--- config.mk ---
export PLATFORM = sky130hd
export DESIGN_NAME = lcd_hd44780_ctrl_flat
export DESIGN_NICKNAME = d
export VERILOG_FILES = /design/src/rtl/lcd_hd44780_ctrl_if.sv /design/src/rtl/lcd_hd44780_ctrl.sv /design/src/flat_wrapper.sv
export SDC_FILE = /design/constraint.sdc
export NUM_CORES = 1
export LEC_CHECK = 0
export CAP_MARGIN = 20
export CORE_ASPECT_RATIO = 0.9
export CORE_MARGIN = 4
export CORE_UTILIZATION = 63
export DETAILED_ROUTE_END_ITERATION = 16
export GPL_TIMING_DRIVEN = 0
export PLACE_DENSITY = 0.95
export SLEW_MARGIN = 20
export SYNTH_ARGS = -nofsm -noshare
export SYNTH_HDL_FRONTEND = slang
export SYNTH_SLANG_ARGS = --single-unit
--- constraint.sdc ---
create_clock -name clk -period 5.9 [get_ports clk]
set_input_delay 0.59 -clock clk [delete_from_list [all_inputs] [get_ports clk]]
set_output_delay 0.59 -clock clk [all_outputs]
set_load 0.01 [all_outputs]
--- src/rtl/lcd_hd44780_ctrl_if.sv ---
// lcd_hd44780_ctrl_if: CPU-side valid/ready request port of the HD44780 controller
interface lcd_hd44780_ctrl_if;
    logic       cmd_valid;
    logic       cmd_ready;
    logic [1:0] cmd_op;
    logic [7:0] cmd_data;
    modport master (output cmd_valid, cmd_op, cmd_data, input cmd_ready);
    modport slave (input cmd_valid, cmd_op, cmd_data, output cmd_ready);
endinterface

--- src/rtl/lcd_hd44780_ctrl.sv ---
// lcd_hd44780_ctrl: HD44780 character-LCD controller with power-up init and a valid/ready command port
module lcd_hd44780_ctrl #(
    parameter int CLK_MHZ    = 100,
    parameter int BUS_WIDTH  = 4,
    parameter int LINES      = 2,
    parameter int POWERUP_MS = 130,
    parameter int WAKE_US    = 5000,
    parameter int EN_US      = 1,
    parameter int CMD_US     = 50,
    parameter int LONG_US    = 2000
) (
    input  logic                 clk,
    input  logic                 reset_n,
    lcd_hd44780_ctrl_if.slave    cmd,
    output logic                 lcd_rs,
    output logic                 lcd_en,
    output logic [BUS_WIDTH-1:0] lcd_db,
    output logic                 init_done
);
    localparam int PWR_RAW  = POWERUP_MS * 1000 * CLK_MHZ;
    localparam int PWR_CYC  = (PWR_RAW < 1) ? 1 : PWR_RAW;
    localparam int WAKE_CYC = (WAKE_US * CLK_MHZ < 1) ? 1 : WAKE_US * CLK_MHZ;
    localparam int EN_CYC   = (EN_US * CLK_MHZ < 1) ? 1 : EN_US * CLK_MHZ;
    localparam int CMD_CYC  = (CMD_US * CLK_MHZ < 1) ? 1 : CMD_US * CLK_MHZ;
    localparam int LONG_CYC = (LONG_US * CLK_MHZ < 1) ? 1 : LONG_US * CLK_MHZ;
    localparam int MAX_A    = (POWERUP_MS * 1000 > LONG_US) ? POWERUP_MS * 1000 : LONG_US;
    localparam int MAX_US   = (MAX_A > WAKE_US) ? MAX_A : WAKE_US;
    localparam int CW_RAW   = $clog2(MAX_US * CLK_MHZ + 1);
    localparam int CW       = (CW_RAW < 1) ? 1 : CW_RAW;
    localparam logic [CW-1:0] L_PWR  = CW'(PWR_CYC - 1);
    localparam logic [CW-1:0] L_WAKE = CW'(WAKE_CYC - 1);
    localparam logic [CW-1:0] L_EN   = CW'(EN_CYC - 1);
    localparam logic [CW-1:0] L_CMD  = CW'(CMD_CYC - 1);
    localparam logic [CW-1:0] L_LONG = CW'(LONG_CYC - 1);
    localparam logic [7:0] FUNC_SET = 8'h20 | ((BUS_WIDTH == 8) ? 8'h10 : 8'h00) | ((LINES > 1) ? 8'h08 : 8'h00);
    // init steps 0..7: three wake writes, the 4-bit switch nibble, then the four init bytes
    localparam logic [63:0] INIT_TAB = {8'h06, 8'h01, 8'h0C, FUNC_SET, 8'h20, 8'h30, 8'h30, 8'h30};

    if (BUS_WIDTH != 4 && BUS_WIDTH != 8) begin : g_bad_width
        $error("lcd_hd44780_ctrl: BUS_WIDTH must be 4 or 8");
    end

    typedef enum logic [2:0] {PWR_WAIT, SETUP, EN_HI, EN_LO, EXEC_WAIT, IDLE} state_t;

    state_t         state, state_n;
    logic [CW-1:0]  cnt, cnt_n, lim, wait_lim;
    logic [7:0]     byte_q, byte_n, op_byte;
    logic [2:0]     step, step_n, nxt_step;
    logic [1:0]     row;
    logic [6:0]     off, pos;
    logic           rs_q, rs_n, hi_q, hi_n, single_q, single_n, done_n, tick;
    logic           en_d, rs_d, ready_d;
    logic [BUS_WIDTH-1:0] db_d;

    assign row      = (LINES == 4) ? cmd.cmd_data[7:6] : (LINES == 2) ? {1'b0, cmd.cmd_data[6]} : 2'd0;
    assign off      = (row == 2'd0) ? 7'h00 : (row == 2'd1) ? 7'h40 : (row == 2'd2) ? 7'h14 : 7'h54;
    assign pos      = off + {1'b0, cmd.cmd_data[5:0]};
    assign op_byte  = cmd.cmd_op[1] ? (cmd.cmd_op[0] ? {1'b1, pos} : 8'h01) : cmd.cmd_data;
    assign nxt_step = (BUS_WIDTH == 8 && step == 3'd2) ? 3'd4 : step + 3'd1;
    assign wait_lim = (!init_done && step < 3'd3) ? L_WAKE
                    : (!rs_q && byte_q[7:2] == 6'd0 && byte_q[1:0] != 2'd0) ? L_LONG : L_CMD;
    assign lim      = (state == PWR_WAIT) ? L_PWR : (state == EN_HI || state == EN_LO) ? L_EN
                    : (state == EXEC_WAIT) ? wait_lim : '0;
    assign tick     = cnt == lim;

    // State, datapath and registered outputs; outputs load from the next-state view so they line up with state
    always_ff @(posedge clk) begin
        if (!reset_n) begin
            state         <= PWR_WAIT;
            cnt           <= '0;
            byte_q        <= '0;
            rs_q          <= 1'b0;
            hi_q          <= 1'b1;
            single_q      <= 1'b0;
            step          <= '0;
            init_done     <= 1'b0;
            lcd_rs        <= 1'b0;
            lcd_en        <= 1'b0;
            lcd_db        <= '0;
            cmd.cmd_ready <= 1'b0;
        end else begin
            state         <= state_n;
            cnt           <= cnt_n;
            byte_q        <= byte_n;
            rs_q          <= rs_n;
            hi_q          <= hi_n;
            single_q      <= single_n;
            step          <= step_n;
            init_done     <= done_n;
            lcd_rs        <= rs_d;
            lcd_en        <= en_d;
            lcd_db        <= db_d;
            cmd.cmd_ready <= ready_d;
        end
    end

    // Sequencing: every timed state leaves on counter tick; init steps and accepted requests feed the write engine
    always_comb begin
        state_n  = state;
        cnt_n    = tick ? '0 : cnt + 1'b1;
        byte_n   = byte_q;
        rs_n     = rs_q;
        hi_n     = hi_q;
        single_n = single_q;
        step_n   = step;
        done_n   = init_done;
        case (state)
            PWR_WAIT: if (tick) begin
                state_n  = SETUP;
                byte_n   = INIT_TAB[7:0];
                rs_n     = 1'b0;
                hi_n     = 1'b1;
                single_n = 1'b1;
            end
            SETUP: state_n = EN_HI;
            EN_HI: if (tick) state_n = EN_LO;
            EN_LO: if (tick) begin
                if (BUS_WIDTH == 4 && hi_q && !single_q) begin
                    state_n = SETUP;
                    hi_n    = 1'b0;
                end else begin
                    state_n = EXEC_WAIT;
                end
            end
            EXEC_WAIT: if (tick) begin
                if (init_done || step == 3'd7) begin
                    state_n = IDLE;
                    done_n  = 1'b1;
                end else begin
                    state_n  = SETUP;
                    step_n   = nxt_step;
                    byte_n   = INIT_TAB[{nxt_step, 3'b000} +: 8];
                    hi_n     = 1'b1;
                    single_n = nxt_step < 3'd4;
                end
            end
            IDLE: if (cmd.cmd_valid && cmd.cmd_ready) begin
                state_n  = SETUP;
                byte_n   = op_byte;
                rs_n     = cmd.cmd_op == 2'b00;
                hi_n     = 1'b1;
                single_n = 1'b0;
            end
            default: state_n = PWR_WAIT;
        endcase
    end

    // Output decode: rs/db only change when entering SETUP, so they are stable around every enable pulse
    always_comb begin
        en_d    = state_n == EN_HI;
        rs_d    = (state_n == SETUP) ? rs_n : lcd_rs;
        db_d    = (state_n == SETUP) ? (hi_n ? byte_n[7 -: BUS_WIDTH] : byte_n[BUS_WIDTH-1:0]) : lcd_db;
        ready_d = state_n == IDLE && done_n;
    end
endmodule
--- src/flat_wrapper.sv ---
// flat-port wrapper written by rule: the top's interface ports become plain ports
module lcd_hd44780_ctrl_flat 
#(
    parameter int CLK_MHZ    = 100,
    parameter int BUS_WIDTH  = 4,
    parameter int LINES      = 2,
    parameter int POWERUP_MS = 130,
    parameter int WAKE_US    = 5000,
    parameter int EN_US      = 1,
    parameter int CMD_US     = 50,
    parameter int LONG_US    = 2000
)
  (clk, reset_n, lcd_rs, lcd_en, lcd_db, init_done, cmd_cmd_valid, cmd_cmd_op, cmd_cmd_data, cmd_cmd_ready);
  lcd_hd44780_ctrl_if cmd_i ();
  input  logic clk;
  input  logic reset_n;
  output logic lcd_rs;
  output logic lcd_en;
  output logic [BUS_WIDTH-1:0] lcd_db;
  output logic init_done;
  input wire logic [$bits(cmd_i.cmd_valid)-1:0] cmd_cmd_valid;
  input wire logic [$bits(cmd_i.cmd_op)-1:0] cmd_cmd_op;
  input wire logic [$bits(cmd_i.cmd_data)-1:0] cmd_cmd_data;
  output wire logic [$bits(cmd_i.cmd_ready)-1:0] cmd_cmd_ready;
  assign cmd_i.cmd_valid = cmd_cmd_valid;
  assign cmd_i.cmd_op = cmd_cmd_op;
  assign cmd_i.cmd_data = cmd_cmd_data;
  assign cmd_cmd_ready = cmd_i.cmd_ready;
  lcd_hd44780_ctrl #(.CLK_MHZ(CLK_MHZ), .BUS_WIDTH(BUS_WIDTH), .LINES(LINES), .POWERUP_MS(POWERUP_MS), .WAKE_US(WAKE_US), .EN_US(EN_US), .CMD_US(CMD_US), .LONG_US(LONG_US)) u_core (.clk(clk), .reset_n(reset_n), .cmd(cmd_i), .lcd_rs(lcd_rs), .lcd_en(lcd_en), .lcd_db(lcd_db), .init_done(init_done));
endmodule
Word level (Yosys, flattened, before mapping):

Cells that the tools add are included.

* add/subtract/negate cells: 3
* bitwise operators: 2
* reduce and logical (&&, ||, !) cells: 20
* multiplexer cells: 41
* magnitude comparators: 2
* eq/ne operators: 14
* shifts and indexed selects: 1

Operators by type and width (number)
* 24-bit two-way mux: 4
* 64-bit by 7-bit variable part select with 8-bit output (first input constant): 1
* 8-bit two-way mux: 6
* 24-bit by 1-bit adder with 24-bit output (second input constant): 1
* 24-bit == test: 1
* 8-bit case mux with 3 select lines: 1
* 3-bit two-way mux: 7
* 18-bit two-way mux: 1
* 3-bit case mux with 6 select lines: 1
* 1-bit two-way mux: 15
* 3-bit == test (second input constant): 4
* 3-bit by 2-bit == test with 1-bit output (second input constant): 3
* 7-bit by 6-bit adder with 7-bit output: 1
* 7-bit two-way mux: 1
* 3-bit by 1-bit == test with 1-bit output (second input constant): 2
* 1-bit logical AND: 6
* 6-bit zero test: 1
* 2-bit by 1-bit inequality test with 1-bit output (second input constant): 3
* 5-bit two-way mux: 1
* 5-bit AND reduction: 1
* 2-bit zero test: 2
* 4-bit two-way mux: 1
* 1-bit case mux with 4 select lines: 1
* 3-bit by 1-bit adder with 3-bit output (second input constant): 1
* other kinds (13): 17

* output and inout port bits: 8
* bits in registers: 49
* logic and storage cells: 95
* input bits: 13

Longest topological paths before layout:

Gate-level depths: netlist (run 1).

* depth in word-level cells: 13
* mapped depth: 11

Least setup slack after synthesis (run 1):

Ideal clock, no wire load.

* kind: reg-to-reg
* from: register u_core.byte_q[6]
* to: register u_core.lcd_db[1]
* arrival: 2.497 ns
* cell stages (with the launch flop): 10
* slack: 3.315 ns
* clock period less this slack: 2.585 ns
* path buffers: 0
* cell sequence: dfxtp_1 > nor4_4 > a41oi_2 > o21ai_0 > o211ai_2 > nor4_4 > nand4_2 > a21oi_4 > nand2_4 > o32ai_2

* word-level cells in the longest chain between the ends: 12
* elaborated cells on any way between the ends: 23

RTL lines
* start, declared: line lcd_hd44780_ctrl.sv:47 `logic [7:0] byte_q, byte_n, op_byte;`
* start signal, assigned: line lcd_hd44780_ctrl.sv:84 `byte_q <= byte_n;`
* 6-bit zero test (*): line lcd_hd44780_ctrl.sv:61 `: (!rs_q && byte_q[7:2] == 6'd0 && byte_q[1:0] != 2'd0) ? L_LONG : L_CMD;`
* 1-bit logical AND (*) (2 in series): line lcd_hd44780_ctrl.sv:61
* 18-bit two-way mux (*): line lcd_hd44780_ctrl.sv:61
* 24-bit two-way mux (*): line lcd_hd44780_ctrl.sv:60 `assign wait_lim = (!init_done && step < 3'd3) ? L_WAKE`
* 24-bit two-way mux (*): line lcd_hd44780_ctrl.sv:63 `: (state == EXEC_WAIT) ? wait_lim : '0;`
* 24-bit two-way mux (*) (2 in series): line lcd_hd44780_ctrl.sv:62 `assign lim = (state == PWR_WAIT) ? L_PWR : (state == EN_HI || state == EN_LO) ? L_EN`
* 24-bit == test (*): line lcd_hd44780_ctrl.sv:64 `assign tick = cnt == lim;`
* 3-bit two-way mux (tied with other cells): line lcd_hd44780_ctrl.sv:125 `EXEC_WAIT: if (tick) begin`
* 3-bit case mux with 6 select lines (tied with other cells): line lcd_hd44780_ctrl.sv:107 `case (state)`
* 3-bit by 1-bit == test with 1-bit output / 4-bit two-way mux (equally long branches): line lcd_hd44780_ctrl.sv:152 `db_d = (state_n == SETUP) ? (hi_n ? byte_n[7 -: BUS_WIDTH] : byte_n[BUS_WIDTH-1:0]) : lcd_db;`
* end signal, assigned: line lcd_hd44780_ctrl.sv:79 `lcd_db <= '0;`
* end signal, assigned: line lcd_hd44780_ctrl.sv:92 `lcd_db <= db_d;`
* end, declared: line lcd_hd44780_ctrl.sv:17 `output logic [BUS_WIDTH-1:0] lcd_db,`

Mark *: on every way between the ends. The rest lies on a longest branch, timed or not.
A chain may end at the register's enable or synchronous reset.

Worst setup path after layout (run 1):

* from: register u_core.rs_q
* to: register u_core.lcd_db[3]

* word-level cells in the longest chain between the ends: 12
* elaborated cells on any way between the ends: 23

RTL lines
* start, declared: line lcd_hd44780_ctrl.sv:51 `logic rs_q, rs_n, hi_q, hi_n, single_q, single_n, done_n, tick;`
* start signal, assigned: line lcd_hd44780_ctrl.sv:85 `rs_q <= rs_n;`
* 1-bit zero test (*): line lcd_hd44780_ctrl.sv:61
* 1-bit logical AND (*) (2 in series): line lcd_hd44780_ctrl.sv:61
* 18-bit two-way mux (*): line lcd_hd44780_ctrl.sv:61
* 24-bit two-way mux (*): line lcd_hd44780_ctrl.sv:60
* 24-bit two-way mux (*): line lcd_hd44780_ctrl.sv:63
* 24-bit two-way mux (*) (2 in series): line lcd_hd44780_ctrl.sv:62
* 24-bit == test (*): line lcd_hd44780_ctrl.sv:64
* 3-bit two-way mux (tied with other cells): line lcd_hd44780_ctrl.sv:125
* 3-bit case mux with 6 select lines (tied with other cells): line lcd_hd44780_ctrl.sv:107
* 3-bit by 1-bit == test with 1-bit output / 4-bit two-way mux (equally long branches): line lcd_hd44780_ctrl.sv:152

Marked as above.

==> flow_summary.ini, run 1 <==
[outcome]
status = completed

[synth]
synth_area_leader_cell = dfxtp_1
yosys_warnings = 0
synth.distinct_cells = 66
synth_nets = 352
seq_area_frac_synth = 0.3477
synth_area_leaders = dfxtp_1, nor2_1, nand2_1, xor2_1, xnor2_1
synth_top_area_share = 0.3477
syn-mean-instance-area_um2 = 8.473
synth_area_um2 = 2821
yosysMostFrequentCell = nor2_1
synth_seq_cells = 49
ys_top_cells_by_count = nor2_1, dfxtp_1, nand2_1
synthArstFlopShare = 0
ys.flop_type = dfxtp_1
synth_edf_count = 0
synthesis.instances = 333

[clock_tree]
clock_path_buffers = 2
ctsHtreeMaxLevel = 2
clkSlewWorstSetupHoldPaths_ns = 0.09
cts_resized = 0
post-cts-setup-buffers = 0
cts_sinks = 49
cts_root_buf = clkbuf_8
hold_buffers = 0
cts_tree = yes
numCtsBuffers = 5
insertion_delay_ns = 0.30

[routing]
drt-total-wl_mm = 7.032
dr.pass1.iters = 5
wl_per_cell_um = 16.70
drc_errors = 0
antenna_left = 0
vias = 2599
drt_iter0_drc = 347
vias_per_cell = 6.173

[place]
place_area_um2 = 3097
dp_slack_ns = 2.769
gp_congestion = 0.9687
portBuffers = 20
dp_hpwl_mm = 5.144

[timing]
drv_slew = 0
fin_worst_skew_ns = 0.008911
timing.final.hold_violations = 0
rsz0062_at_grt = no
finalWorstSetupSlack_ns = 2.620
tightest_slew_ns = 0.7715
tns_ns = 0
setup_viol = 0
final.min_clock_period_ns = 3.280
max_freq_ghz = 0.3049
relSlewSlack = 0.4809
timing.final.crit_share = 0.5559

[layout]
antenna_cells = 0
nets = 379
n_fill_cell = 288
multi_input_area_um2 = 1723
syn_to_final_growth_pct = 14.50
drive_gt1_frac = 0.1053
final_util = 0.7671
ff_latch_area_um2 = 980.9
design_area_um2 = 3231

[die]
io_pins = 21
initial_utilization = 0.6699
die_area_um2 = 5614
core_area_um2 = 4212
core.rowCount = 22
die_h_um = 71.49
die_x_um = 78.54

[power]
p_per_area_nw_per_um2 = 197.3
ir_drop_v = 0.0001348
p_leak_uw = 0.001197

[worst_setup_path]
cp-end-kind = flip-flop
cp-start-kind = flip-flop
path_class = flip-flop to flip-flop
path_max_fanout = 6
worstPathArrival_ns = 3.50
required_ns = 6.12

[global_route]
antenna_found_initial = 0
grt_start_max_net_pins = 16
grt_pass1_vias = 2549
grt_pass1_wl_mm = 11.93
grt_usage = 0.2655
overflow = 0

[run]
maxCapViolCount = 0

[min_path]
hp-class = flip-flop to flip-flop
[kinds of logic after synthesis]
family,Yosys count,synth area share
muxes,9,0.03282
xor gates and xnor gates,24,0.07450
adders and majority gates,6,0.02661
buffers and inverters,23,0.04168
and+or+nand+nor,161,0.2971
DFF,49,0.3477
AOI/OAI and AO/OA,61,0.1796
[path summary, 6_finish.rpt]
kind / startpoint / endpoint / slack, ns / cells past startpoint
max reg2reg: u_core.rs_q$_SDFF_PN0_ / u_core.lcd_db[3]$_SDFFE_PN0N_ / 2.62 / 9
min reg2reg: u_core.cnt[0]$_SDFF_PP0_ / u_core.cnt[0]$_SDFF_PP0_ / 0.46 / 1
max: u_core.rs_q$_SDFF_PN0_ / u_core.lcd_db[3]$_SDFFE_PN0N_ / 2.62 / 9
min: u_core.cnt[0]$_SDFF_PP0_ / u_core.cnt[0]$_SDFF_PP0_ / 0.46 / 1
[through the flow]
step	instances	power [uW]	hold WS, ns
after global placement	413	363.5	0.4370
final	421	637.3	0.4640
after CTS	421	638.1	0.4648
after detailed placement	413	364.3	0.4451
after global routing	421	656.2	0.5079
after floorplan	333	351.3	0.4254
[cells in the final DEF, fill, tap and decap left out, drive strengths merged, types with 6 or more instances in the layout]
master,count
clkdlybuf4s50,20
inv,11
nor3,8
xor2,14
o21ai,6
dfxtp,49
clkbuf,11
nand3,12
nor2,53
and2,9
a31oi,8
ha,6
xnor2,10
nand2,42
nand4,11
mux2i,7
a21oi,10
[sequential cells by signal (all words and copies together) (netlist names)]
register	flops
u_core.hi_q	1
u_core.cmd.cmd_ready	1
u_core.step	3
u_core.cnt	24
u_core.lcd_rs	1
u_core.lcd_db	4
u_core.rs_q	1
u_core.single_q	1
u_core.lcd_en	1
u_core.byte_q	8
u_core.init_done	1
u_core.state	3
[cell type report]
| type | count | area share |
|---|---|---|
| inverter | 11 | 0.01278 |
| sequential | 49 | 0.3036 |
| tap | 60 | 0.02324 |
| clock inverter | 3 | 0.02014 |
| buffer | 12 | 0.02363 |
| timing repair buffer | 20 | 0.06197 |
| clock buffer | 5 | 0.02130 |
| multi-input combinational | 261 | 0.5333 |
[power by group]
| part | switching [uW] | internal (uW) | leakage (uW) |
|---|---|---|---|
| Sequential | 1.18 | 332 | 0.000395 |
| Clock | 112 | 168 | 0.0000681 |
| Combinational | 12.4 | 11.3 | 0.000734 |
[per-layer routing]
| metal | wire length [um] | global-route usage | up-vias |
|---|---|---|---|
| met4 | 144 | 0.07573 | 0 |
| met2 | 3270 | 0.4364 | 136 |
| met3 | 558 | 0.07915 | 33 |
| li1 | - | - | 1229 |
| met5 | 0 | 0 | - |
| met1 | 3058 | 0.3385 | 1201 |
[worst max-delay path, cell delays in order, from the launching register on]
cell	delay, ns
dfxtp_1	0.33
nor3_1	0.42
a41oi_2	0.24
nor3_1	0.36
o211ai_2	0.23
nor4_1	0.72
and4b_1	0.31
a211oi_2	0.09
mux2_1	0.36
o22ai_1	0.15
No activity file was read; power rests on OpenSTA's default activity.
==> run 2: changes to the inputs <==
CORE_UTILIZATION = 58   (was 63)
PLACE_DENSITY = 0.91   (was 0.95)
clock period = 3.03 ns   (was 5.9 ns; I/O delays follow)
==> flow_summary.ini, run 2 (synthesis gave the netlist of run 1 again) <==
[routing]
antenna_left = 0
vias = 2616
drc_errors = 0
wl_per_cell_um = 16.15
vias_per_cell = 6.126
dr.pass1.iters = 5
drt_iter0_drc = 311
drt-total-wl_mm = 6.897

[global_route]
met1_usage = 0.3515
grt_pass1_wl_mm = 11.46
use_met2 = 0.3680
grt_usage = 0.2420
grt_pass1_vias = 2388
grtUsageMet3 = 0.04600
overflow = 0
antenna_found_initial = 0
grt_busiest_layer = met2
grt_start_max_net_pins = 15

[outcome]
status = completed

[worst_setup_path]
cp-end-kind = flip-flop
worstPathArrival_ns = 3.13
slowest_stage = dfxtp_1
cp-start-kind = flip-flop
path_class = flip-flop to flip-flop
r2r_cells = 10
crit_chain = a211o_1 > a41oi_4 > or3_1 > o211ai_2 > nor4_4 > buf_4 > nand4_2 > a21oi_4 > nand2_4 > o32ai_2
required_ns = 3.24
cpPeakStageDelay_ns = 0.41
path_max_fanout = 7

[die]
die_x_um = 81.52
initial_utilization = 0.6166
die_area_um2 = 6046
io_pins = 21
core.rowCount = 23
die_h_um = 74.17
core_area_um2 = 4576

[layout]
top_regs = u_core.cnt: 24 flops, u_core.byte_q: 8 flops, u_core.lcd_db: 4 flops
stdcell_count = 427
syn_to_final_growth_pct = 17.21
largest_reg_flops = 24
final_util = 0.7227
antenna_cells = 0
layout.cells.most_common = nor2_1
layout_common_cells = nor2_1, dfxtp_1, nand2_1
ff_latch_area_um2 = 980.9
multi_input_area_um2 = 1783
nets = 383
drive_gt1_frac = 0.1342
n_fill_cell = 325
largest-register = u_core.cnt

[timing]
fin_hold_ws_ns = 0.4908
fin_worst_skew_ns = 0.01098
tightest_slew_ns = 0.5628
relSlewSlack = 0.6234
drv_slew = 0
setup_viol = 0
final.min_clock_period_ns = 2.925
timing.final.crit_share = 0.9655
timing.final.hold_violations = 0
max_freq_ghz = 0.3418
rsz0062_at_grt = yes

[clock_tree]
numCtsBuffers = 5
insertion_delay_ns = 0.30
cts_sinks = 49
clock_path_buffers = 2
hold_buffers = 0
ctsHtreeMaxLevel = 2
cts_root_buf = clkbuf_8
clkSlewWorstSetupHoldPaths_ns = 0.09
cts_tree = yes

[power]
p_comb_frac = 0.039
ir_drop_v = 0.0003167
intPower_uw = 938.4
p_sw_uw = 243.8
seqPwrFrac = 0.549
switching_share = 0.2062
p_per_area_nw_per_um2 = 357.5
p_leak_uw = 0.001233
p_clk_frac = 0.412

[run]
maxCapViolCount = 0

[min_path]
hp-class = flip-flop to flip-flop
hold_depth = 2

[place]
dp_hpwl_mm = 4.983
portBuffers = 20
place_inst = 415
gp_congestion = 0.9485
-- run 2: changes by cell type in the layout (fill, tap and decap cells not counted), moves of 2 or more --
cell     previous run  this run
buf_4               0         4
nor3_1              8         6
nor3_2              0         2
o21ai_0             4         2
-- run 2: power by group through the flow --
stage | combinational (uW) | sequential [uW] | clock [uW]
after global placement | 44.4 | 664 | 0
after global routing | 51.5 | 650 | 519
final | 46.3 | 649 | 487
after CTS | 45.8 | 649 | 487
after detailed placement | 45.2 | 664 | 0
after floorplan | 20.4 | 664 | 0
-- run 2: area by class of cell --
type,count,share of cell area
flip-flops and latches,49,0.2966
multi-input cells,261,0.5392
well taps,62,0.02346
clock inverters,1,0.009081
clock buffers,7,0.02611
inverters,11,0.01249
repair buffers,24,0.06962
plain buffers,12,0.02346
-- run 2: worst paths after layout --
kind / end / startpoint / slack (ns)
max: u_core.lcd_db[1]$_SDFFE_PN0N_ / u_core.step[0]$_SDFFE_PN0P_ / 0.10
min: u_core.lcd_db[0]$_SDFFE_PN0N_ / u_core.lcd_db[0]$_SDFFE_PN0N_ / 0.49
max reg2reg: u_core.lcd_db[1]$_SDFFE_PN0N_ / u_core.step[0]$_SDFFE_PN0P_ / 0.10
min reg2reg: u_core.lcd_db[0]$_SDFFE_PN0N_ / u_core.lcd_db[0]$_SDFFE_PN0N_ / 0.49
-- run 2: worst max-delay path, delay by kind of cell, from the launching register on --
kind	cells	cell delay [ns]
buffers and inverters	1	0.18
AND/OR/NAND/NOR	4	0.79
flip-flops	1	0.41
AO/OA/AOI/OAI	5	1.43
-- run 2: timing repair --
action	in CTS	in global routing
buffers inserted	3	1
endpoints found under the setup margin	12	26
pin swaps	1	5
resized for setup	1	13
gates cloned	0	0
-- run 2: through the flow --
stage	cell area [um2]	total power, uW	worst slack, ns	setup TNS [ns]
after floorplan	2821	684.0	0.4446	0
after global placement	3099	708.4	0.04678	0
after detailed placement	3099	709.5	-0.04170	-0.04574
after CTS	3247	1182	0.06904	0
after global routing	3307	1220	-0.01986	-0.01986
final	3307	1182	0.1046	0
-- run 2: per-layer routing --
layer | share of wire | vias to the layer above
met4 | 0.016 | 0
li1 | - | 1245
met3 | 0.081 | 16
met2 | 0.45 | 129
met1 | 0.45 | 1226
met5 | 0 | -
==> run 3: changes to the inputs <==
CORE_UTILIZATION = 65   (was 58)
CTS_BUF_LIST = sky130_fd_sc_hd__clkbuf_4   (was unset)
CTS_CLUSTER_DIAMETER = 150   (was unset)
PLACE_DENSITY = 0.95   (was 0.91)
clock period = 3.5 ns   (was 3.03 ns; I/O delays follow)
==> flow_summary.ini, run 3 (synthesis gave the netlist of run 1 again) <==
[timing]
relSlewSlack = 0.6063
finalWorstSetupSlack_ns = 0.1783
final.min_clock_period_ns = 3.322
fin_worst_skew_ns = 0.01713
timing.final.hold_violations = 0
timing.final.crit_share = 0.9491
setup_viol = 0
max_freq_ghz = 0.3011
drv_slew = 0
tns_ns = 0
rsz0062_at_grt = no
fin_hold_ws_ns = 0.4824
tightest_slew_ns = 0.5857

[outcome]
status = completed

[clock_tree]
cts_resized = 0
cts_root_buf = clkbuf_4
clkSlewWorstSetupHoldPaths_ns = 0.13
cts_tree = yes
ctsHtreeMaxLevel = 2
cts_sinks = 49
post-cts-setup-buffers = 0
numCtsBuffers = 5
hold_buffers = 0
clock_path_buffers = 2
insertion_delay_ns = 0.37

[global_route]
grt_busiest_layer = met2
antenna_found_initial = 0
grtUsageMet3 = 0.06057
grt_start_max_net_pins = 14
grt_pass1_wl_mm = 11.21
grt_pass1_vias = 2488
use_met2 = 0.4132
grt_usage = 0.2551
overflow = 0
met1_usage = 0.3293

[routing]
dr.pass1.iters = 4
drt-total-wl_mm = 6.693
vias = 2584
drc_errors = 0
vias_per_cell = 6.333
drt_iter0_drc = 214
antenna_left = 0
wl_per_cell_um = 16.40

[power]
p_clk_frac = 0.296
switching_share = 0.2270
intPower_uw = 660.9
ir_drop_v = 0.0002402
p_comb_frac = 0.046
p_leak_uw = 0.001158
p_per_area_nw_per_um2 = 273.1
p_sw_uw = 194.1
seqPwrFrac = 0.658

[worst_setup_path]
cp_top_family = simple AND/OR/NAND/NOR gates
slowest_stage = nor4_4
cp-endpoint = u_core.lcd_db[1]$_SDFFE_PN0N_
worstSetupStartpoint = u_core.rs_q$_SDFF_PN0_
r2r_slack_ns = 0.18
crit_cells = 9
path_max_fanout = 10
r2r_cells = 9
cp-start-kind = flip-flop
worstPathArrival_ns = 3.60
worstReg2RegStart = u_core.rs_q$_SDFF_PN0_
rr_endpoint = u_core.lcd_db[1]$_SDFFE_PN0N_
path_class = flip-flop to flip-flop
path_common_cell = nor3_1
required_ns = 3.78
critPathBufInv = 0
crit_chain = nor3_1 > a41oi_2 > nor3_1 > o211ai_2 > nor4_4 > a21oi_1 > a21oi_4 > nand2_4 > o32ai_2
cpPeakStageDelay_ns = 0.59
cp-end-kind = flip-flop

[layout]
largest_reg_flops = 24
largest-register = u_core.cnt
syn_to_final_growth_pct = 10.95
top_regs = u_core.cnt: 24 flops, u_core.byte_q: 8 flops, u_core.lcd_db: 4 flops
layout.cells.most_common = nor2_1
n_fill_cell = 295
antenna_cells = 0
drive_gt1_frac = 0.1000
nets = 379
layout_common_cells = nor2_1, dfxtp_1, nand2_1

[place]
dp_hpwl_mm = 5.194
portBuffers = 20
gp_congestion = 0.9143
dp_slack_ns = 0.3529

[die]
core.rowCount = 22
die_area_um2 = 5460
io_pins = 21
die_h_um = 70.50
core_area_um2 = 4129
die_x_um = 77.45
initial_utilization = 0.6833

[min_path]
hp-class = flip-flop to flip-flop

[run]
maxCapViolCount = 0
## run 3: changes by cell type in the layout (fill, tap and decap cells not counted), sizes merged
| cell | change |
|---|---|
| bufinv | -1 |
| clkinv | +1 |
| buf | -4 |
| clkbuf | -1 |
## run 3: worst min-delay path, delay by kind of cell (launching register included)
kind	cells	cell delay [ns]
AND/OR/NAND/NOR	1	0.05
flip-flops	1	0.33
AO/OA/AOI/OAI	1	0.06
## run 3: routing by layer
layer | vias up | wire length [um]
met5 | - | 0
met4 | 0 | 110
met3 | 12 | 543
met2 | 119 | 3106
met1 | 1224 | 2933
li1 | 1229 | -
## run 3: worst min path at each step
stage	start	end	slack (ns)	cells after the start
3_5_place_dp	u_core.lcd_db[3]$_SDFFE_PN0N_	u_core.lcd_db[3]$_SDFFE_PN0N_	0.46	2
6_report	u_core.lcd_db[3]$_SDFFE_PN0N_	u_core.lcd_db[3]$_SDFFE_PN0N_	0.48	2
4_1_cts	u_core.lcd_db[3]$_SDFFE_PN0N_	u_core.lcd_db[3]$_SDFFE_PN0N_	0.48	2
2_1_floorplan	reset_n	u_core.hi_q$_SDFF_PN1_	0.42	1
5_1_grt	u_core.cnt[0]$_SDFF_PP0_	u_core.cnt[0]$_SDFF_PP0_	0.51	1
3_3_place_gp	u_core.cnt[0]$_SDFF_PP0_	u_core.cnt[0]$_SDFF_PP0_	0.44	1
## run 3: power by group through the flow
stage	logic (uW)	clock network [uW]	registers, uW
after floorplan	17.7	0	574
after global placement	37.9	0	575
after detailed placement	39.1	0	575
after CTS	39.1	257	563
after global routing	43.0	272	563
final	39.3	253	563
## run 3: final cells by class
| type | count | area (um2) | share of cell area |
|---|---|---|---|
| Buffer | 12 | 76.32 | 0.02438 |
| Clock buffer | 6 | 45.04 | 0.01439 |
| Clock inverter | 1 | 3.754 | 0.001199 |
| Inverter | 11 | 41.29 | 0.01319 |
| Multi-Input combinational cell | 261 | 1723 | 0.5504 |
| Sequential cell | 49 | 980.9 | 0.3133 |
| Tap cell | 48 | 60.06 | 0.01918 |
| Timing Repair Buffer | 20 | 200.2 | 0.06395 |
## run 3: per-stage QoR
| stage | total power (uW) | cells | cell area [um2] | util |
|---|---|---|---|---|
| 2_1_floorplan | 592.2 | 333 | 2821 | - |
| 3_3_place_gp | 612.6 | 401 | 3082 | 0.7464 |
| 3_5_place_dp | 614.3 | 401 | 3082 | 0.7464 |
| 4_1_cts | 858.8 | 408 | 3131 | 0.7582 |
| 5_1_grt | 878.2 | 408 | 3131 | 0.7582 |
| 6_report | 855.0 | 408 | 3131 | 0.7582 |
